===== src/rtl/sm4_masked_lin_update.sv =====
// rtl/sm4_masked_lin_update.sv - masked SM4 round back-end: linear layer, share update and round sequencing
module sm4_masked_lin_update #(
    parameter int ROUNDS = 32
) (
    input  logic         clk,
    input  logic         rst,
    input  logic         load,
    input  logic [127:0] x_in,
    input  logic [127:0] xm_in,
    input  logic [31:0]  rk_in,
    input  logic         sbox_done,
    input  logic [31:0]  s_in,
    input  logic [31:0]  sm_in,
    output logic [31:0]  t_out,
    output logic [31:0]  tm_out,
    output logic         t_valid,
    output logic [4:0]   round_cnt,
    output logic         busy,
    output logic [127:0] state_out,
    output logic [127:0] state_mask_out,
    output logic         done
);

    typedef enum logic [1:0] {IDLE, EMIT, WAIT, FIN} state_t;

    localparam logic [4:0] LAST_ROUND = 5'(ROUNDS - 1);

    state_t state, state_nxt;

    logic [31:0] x0, x1, x2, x3;
    logic [31:0] m0, m1, m2, m3;

    // L is linear, so applying it to each share separately keeps the sharing intact.
    function automatic logic [31:0] lin_l(input logic [31:0] b);
        return b ^ {b[29:0], b[31:30]} ^ {b[21:0], b[31:22]}
                 ^ {b[13:0], b[31:14]} ^ {b[7:0], b[31:8]};
    endfunction

    always_ff @(posedge clk) begin
        if (rst) begin
            state <= IDLE;
        end else begin
            state <= state_nxt;
        end
    end

    always_comb begin
        state_nxt = state;
        case (state)
            IDLE: if (load) state_nxt = EMIT;
            EMIT: state_nxt = WAIT;
            WAIT: begin
                if (sbox_done) begin
                    state_nxt = (round_cnt == LAST_ROUND) ? FIN : EMIT;
                end
            end
            FIN:     state_nxt = IDLE;
            default: state_nxt = IDLE;
        endcase
    end

    assign busy = (state != IDLE);

    always_ff @(posedge clk) begin
        if (rst) begin
            x0             <= '0;
            x1             <= '0;
            x2             <= '0;
            x3             <= '0;
            m0             <= '0;
            m1             <= '0;
            m2             <= '0;
            m3             <= '0;
            t_out          <= '0;
            tm_out         <= '0;
            t_valid        <= 1'b0;
            round_cnt      <= '0;
            state_out      <= '0;
            state_mask_out <= '0;
            done           <= 1'b0;
        end else begin
            t_valid <= (state == EMIT);
            done    <= (state == FIN);
            case (state)
                IDLE: begin
                    if (load) begin
                        {x0, x1, x2, x3} <= x_in;
                        {m0, m1, m2, m3} <= xm_in;
                        round_cnt        <= '0;
                    end
                end
                EMIT: begin
                    // The round key only joins the value share; the mask share is key-independent.
                    t_out  <= x1 ^ x2 ^ x3 ^ rk_in;
                    tm_out <= m1 ^ m2 ^ m3;
                end
                WAIT: begin
                    if (sbox_done) begin
                        {x0, x1, x2, x3} <= {x1, x2, x3, x0 ^ lin_l(s_in)};
                        {m0, m1, m2, m3} <= {m1, m2, m3, m0 ^ lin_l(sm_in)};
                        if (round_cnt != LAST_ROUND) begin
                            round_cnt <= round_cnt + 5'd1;
                        end
                    end
                end
                FIN: begin
                    state_out      <= {x3, x2, x1, x0};
                    state_mask_out <= {m3, m2, m1, m0};
                    round_cnt      <= '0;
                end
                default: begin
                    round_cnt <= '0;
                end
            endcase
        end
    end

endmodule


===== config.mk =====
export PLATFORM = sky130hd
export DESIGN_NAME = sm4_masked_lin_update
export DESIGN_NICKNAME = d
export VERILOG_FILES = /design/src/rtl/sm4_masked_lin_update.sv
export SDC_FILE = /design/constraint.sdc
export NUM_CORES = 1
export LEC_CHECK = 0
export BUFFER_PORTS_ARGS = -buffer_cell sky130_fd_sc_hd__buf_2
export CORE_AREA = 4 4 264 266
export CTS_CLUSTER_DIAMETER = 150
export CTS_CLUSTER_SIZE = 28
export DETAILED_ROUTE_END_ITERATION = 8
export DIE_AREA = 0 0 268 270
export HOLD_SLACK_MARGIN = 0.08
export PLACE_DENSITY = 0.6
export SLEW_MARGIN = 10
export SYNTH_ARGS = -nofsm -noshare
export SYNTH_HDL_FRONTEND = slang
export SYNTH_SLANG_ARGS = --single-unit

===== constraint.sdc =====
create_clock -name clk -period 2.05 [get_ports clk]
set_clock_uncertainty 0.05 [all_clocks]
set_input_delay 0.1025 -clock clk [delete_from_list [all_inputs] [get_ports clk]]
set_output_delay 0.1025 -clock clk [all_outputs]
set_load 0.005 [all_outputs]

Yosys cells after proc, flatten, opt, wreduce, memory -nomap -nowiden
Cells that the tools add are included.
{"block": "classes", "addsub": 1, "eq_ne": 8, "n_mux": 32, "bitwise": 15, "n_reduce_logical": 7}
{"op": "2-to-1 mux 32 bit", "count": 16}
{"op": "one-hot mux 32 bit (2 select lines)", "count": 8}
{"op": "XOR 32 bit", "count": 15}
{"op": "2-to-1 mux 5 bit", "count": 3}
{"op": "one-hot mux 5 bit (3 select lines)", "count": 1}
{"op": "one-hot mux 2 bit (4 select lines)", "count": 1}
{"op": "2-to-1 mux 2 bit", "count": 3}
{"op": "!= test 2 bit, second input constant", "count": 3}
{"op": "adder 5 x 1 -> 5 bit, second input constant", "count": 1}
{"op": "equality test 5 bit, second input constant", "count": 1}
{"op": "!= test 5 bit, second input constant", "count": 1}
{"op": "equality test 2 bit, second input constant", "count": 2}
{"op": "AND reduction 4 bit", "count": 1}
{"op": "nonzero test 2 bit", "count": 2}
{"op": "AND reduction 3 bit", "count": 1}
{"op": "nonzero test 3 bit", "count": 1}
{"op": "equality test 2 x 1 -> 1 bit, second input constant", "count": 1}
{"op": "logical NOT 2 bit", "count": 1}
{"op": "AND reduction 2 bit", "count": 1}
{"block": "word_totals", "ff_bits": 585, "inputBits": 356, "out_inout_bits": 328, "word_cells": 79}

Depth between registers and ports, before layout
{"block": "depth", "depth_word": 7, "mapped_depth": 7, "depth_no_buf": 7}

Worst setup path before layout
No wires, ideal clock.
{"block": "synth_path", "kind": "register to register", "start": "reg round_cnt[0]", "end": "reg round_cnt[2]", "setup_ns": 0.070, "arrival_time_ns": 1.655, "t_required_ns": 1.930, "path_slack_ns": 0.274, "path_stages_with_launch": 7, "n_path_buf": 0, "synth_period_minus_slack_ns": 1.776, "path_cell_list": "dfxtp_1 ha_1 and3_1 ha_1 nand2b_1 or4_1 a21oi_1"}
{"block": "synth_via", "elab_chain_cells": 4, "word_cells_on_any_way": 7, "classes_between": "add/sub (1); eq/ne (2); mux (3); reduce/logical (1)"}
{"item": "start, declared", "line": "17", "text": "output logic [4:0] round_cnt,"}
{"item": "start signal, assigned", "line": "102", "text": "round_cnt <= round_cnt + 5'd1;"}
{"item": "adder 5 x 1 -> 5 bit", "line": "102"}
{"item": "2-to-1 mux 5 bit", "line": "101", "text": "if (round_cnt != LAST_ROUND) begin"}
{"item": "2-to-1 mux 5 bit", "line": "98", "text": "if (sbox_done) begin"}
{"item": "one-hot mux 5 bit (3 select lines)", "line": "84", "text": "case (state)"}
Parallel ways exist; a longest one is shown, timed or not. The select of a mux whose other input is x is not followed.
A chain may end at the register's enable or synchronous reset.

Final worst setup path
{"block": "layout_path", "start": "reg state[1]", "end": "out busy"}
{"block": "layout_via", "elab_chain_cells": 1}
{"item": "start, declared", "line": "28", "text": "state_t state, state_nxt;"}
{"item": "start signal, assigned", "line": "43", "text": "state <= state_nxt;"}
{"item": "nonzero test 2 bit", "line": "62", "text": "assign busy = (state != IDLE);"}
{"item": "end, declared", "line": "18", "text": "output logic busy,"}
No other way between the ends.

==> impl_metrics.csv <==
group,metric,value,unit
global_route,grt_overflow,0,
power_and_ir_drop,irDropWorstVdd,0.5411,mV
floorplanning,rows,95,
sta,finalHoldViolations,0,
global_route,met1_usage,37.68,%
global_route,antenna_found_initial,38,
yosys,synth_most_common_cell,"nand2_1",
yosys,syn-num-nets,3549,
sta,rsz0062_at_grt,"true",
power_and_ir_drop,p_per_area,714.7,nW/um^2
global_route,grtUsageMet3,5.202,%
setup_path,start_kind,"register",
yosys,synthXorXnorAreaFrac,15.08,%
floorplanning,pin_count,684,
routing,viasPerCell,5.300,
setup_path,worstRegToRegCells,7,
sta,setup_viol,0,
sta,worstMarginPinSlew,1.135,ns
global_route,grt_max_degree,190,
floorplanning,core_area,67040,sq um
place,pre_cts_ws,-0.04146,ns
routing,first_pass_iters,5,
min_path,whs_path_depth,5,
place,gp_congestion,0.8997,
cells_and_area,final_cell_area,35030,sq um
cells_and_area,fin_util,52.25,%
clocking,clock-root-buffer,"clkbuf_16",
floorplanning,die_h,270,um
sta,max-slew-margin-rel,24.25,%
cells_and_area,fillers,6436,
setup_path,worstPathArrival,1.83,ns
place,place_inst,4594,
sta,max_freq,0.5052,GHz
routing,wire_per_inst,23.20,um
yosys,avgSynthCellArea,8.246,sq um
yosys,synth_edf_count,0,
setup_path,required,1.90,ns
yosys,synth_top_cell_by_area,"dfxtp_1",
run_status,status,"finished clean",
clocking,cts_tree,"built",
cells_and_area,final_cells,4973,
global_route,grt_pass1_vias,25200,
place,dpl.hpwl,86220,um
yosys,yosys-top-cells-count,"1022 x nand2_1, 585 x dfxtp_1, 323 x a21oi_1",
yosys,synth_compound_area_share,16.68,%
routing,drc_errors,0,
yosys,synth_area_leaders,"dfxtp_1 45%, nand2_1 15%, xnor2_1 9.0%",
yosys,synth_top_family_by_area,"simple AND/OR/NAND/NOR gates",
global_route,busiest_layer,"met2",
place,post_dp_cell_area,31030,sq um
floorplanning,initial_utilization,39.25,%
yosys,synthAdderAreaFrac,0.09511,%
routing,routed_wl,115400,um
yosys,ys.flop_type,"dfxtp_1",
sta,period_share,96.57,%
place,port-buffer-count,683,
clocking,htree_levels,1,
clocking,insertion_delay,0.61,ns
cells_and_area,nets,4427,
yosys,async_flop_share,0,%
global_route,use_met2,52.41,%
min_path,worstHoldPathType,"primary input to register",
yosys,ys_types,38,
clocking,clkTransAtPathRegs,0.11,ns
clocking,clock_sink_count,585,
yosys,synth-simple-area-share,19.33,%
clocking,cts_buffer_depth,3,
setup_path,critPathKind,"register to primary output",
setup_path,critPathMaxFanout,31,
yosys,synth-seq-cells,585,
cells_and_area,ff_latch_area,11720,sq um
routing,ant_nets,0,
power_and_ir_drop,p_leak,14.58,nW
cells_and_area,final_layout_size_suffix_gt1_share,21.09,%
global_route,grt_first_pass_wirelength,167600,um
yosys,synth.cell_area,26310,sq um
yosys,postSynthCellCount,3191,
global_route,grt.total_usage,30.26,%
yosys,synth_top_area_share,44.51,%
yosys,synth.area.mux_share,0.07609,%
job,maxCapViolations,0,
routing,detail_route.iter0.violations,2251,
sta,postLayoutSetupSlackWorst,0.07039,ns
sta,fin_tns_setup,0,ns
yosys,yosys_warnings,0,
routing,vias,26360,
floorplanning,dieArea,72360,sq um
clocking,cts_made_buffers,24,
sta,maxSlewViolCount,0,
cells_and_area,multi_input_area,13560,sq um
floorplanning,die_x,268,um
setup_path,cp-end-kind,"primary output",
yosys,ys_seq_area_share,44.51,%
sta,fin_crit,1.980,ns
cells_and_area,area_growth,33.13,%
## per-stage QoR
| step | power, mW | hold slack [ns] |
|---|---|---|
| 2_1_floorplan | 16.42 | 0.2150 |
| 6_report | 25.03 | 0.1005 |
| 4_1_cts | 25.12 | 0.08146 |
| 3_3_place_gp | 18.73 | 0.2864 |
| 3_5_place_dp | 18.76 | 0.2873 |
| 5_1_grt | 26.02 | 0.1065 |
## what timing repair did
action                                 CTS  global route
pin swaps                                1            10
endpoints found under the hold margin  292             0
hold buffers                           317             0
setup endpoints to repair               23           121
resized for setup                        5            12
setup buffers                            0             4
gates cloned                             1             0
## placed cells by master, fill, tap and decap left out, types with 3 or more instances in the layout
cell type,netlist,routed
dlygate4sd3_1,0,317
a21oi_1,323,323
diode_2,0,31
xnor2_1,271,271
buf_16,0,4
xnor3_1,32,32
dfxtp_1,585,582
buf_2,111,682
a311oi_1,192,192
nand4b_1,4,4
buf_6,0,4
nor4_1,28,28
a21o_1,30,30
buf_4,0,66
xor2_1,59,59
nand2_1,1022,1020
nor2_1,234,233
clkbuf_16,0,25
o221ai_1,4,4
a211oi_1,33,33
xnor2_2,20,20
buf_12,0,34
a221o_1,28,28
a22o_1,3,3
a221oi_1,29,29
nand2b_1,11,8
## cell type report
class,instances,share of cell area (%)
multi-input combinational,2348,38.71
sequential,585,33.45
timing repair buffer,1109,22.69
tap,873,3.118
clock buffer,25,1.786
antenna,31,0.2215
clock inverter,1,0.01429
inverter,1,0.01072
## per-layer routing
layer | routed length (um) | part of all wire, %
met5 | 131 | 0.11
met4 | 4771 | 4.1
met2 | 56380 | 49
met3 | 8374 | 7.3
met1 | 45720 | 40
## where the power goes
group | internal [mW] | total (mW) | switching [mW]
registers | 12.1 | 13.2 | 1.07
logic | 2.97 | 5.96 | 2.98
clock network | 2.20 | 5.92 | 3.72
total | 17.3 | 25.0 | 7.78
## sequential cells by signal, summed over array words and instances (netlist names)
signal	flops
done	1
m0	32
m1	32
m2	32
m3	32
round_cnt	5
state	2
state_mask_out	128
state_out	128
t_out	32
t_valid	1
tm_out	32
x0	32
x1	32
x2	32
x3	32
## final timing paths
| check | from | slack [ns] | end |
|---|---|---|---|
| max | state[1] | 0.07 | busy |
| min reg2reg | tm_out[6] | 0.40 | tm_out[6] |
| max reg2reg | state[1] | 0.11 | m0[23] |
| min | load | 0.10 | round_cnt[0] |
## worst max-delay path, stage by stage, from the launching register on
cell,delay (ns)
dfxtp_2,0.36
buf_4,0.19
buf_12,0.17
or2_2,0.34
buf_2,0.14
## kinds of logic (layout without fill, tap and decap cells)
logic type / count (synthesis) / count (layout)
flops: 585 / 585
other cells: 0 / 31
mux: 2 / 2
fa+ha+maj: 2 / 2
compound gates: 645 / 645
buf+inv: 259 / 1136
xor+xnor: 384 / 384
simple gates: 1314 / 1315
Note: power is estimated with default switching activity, not from simulation.
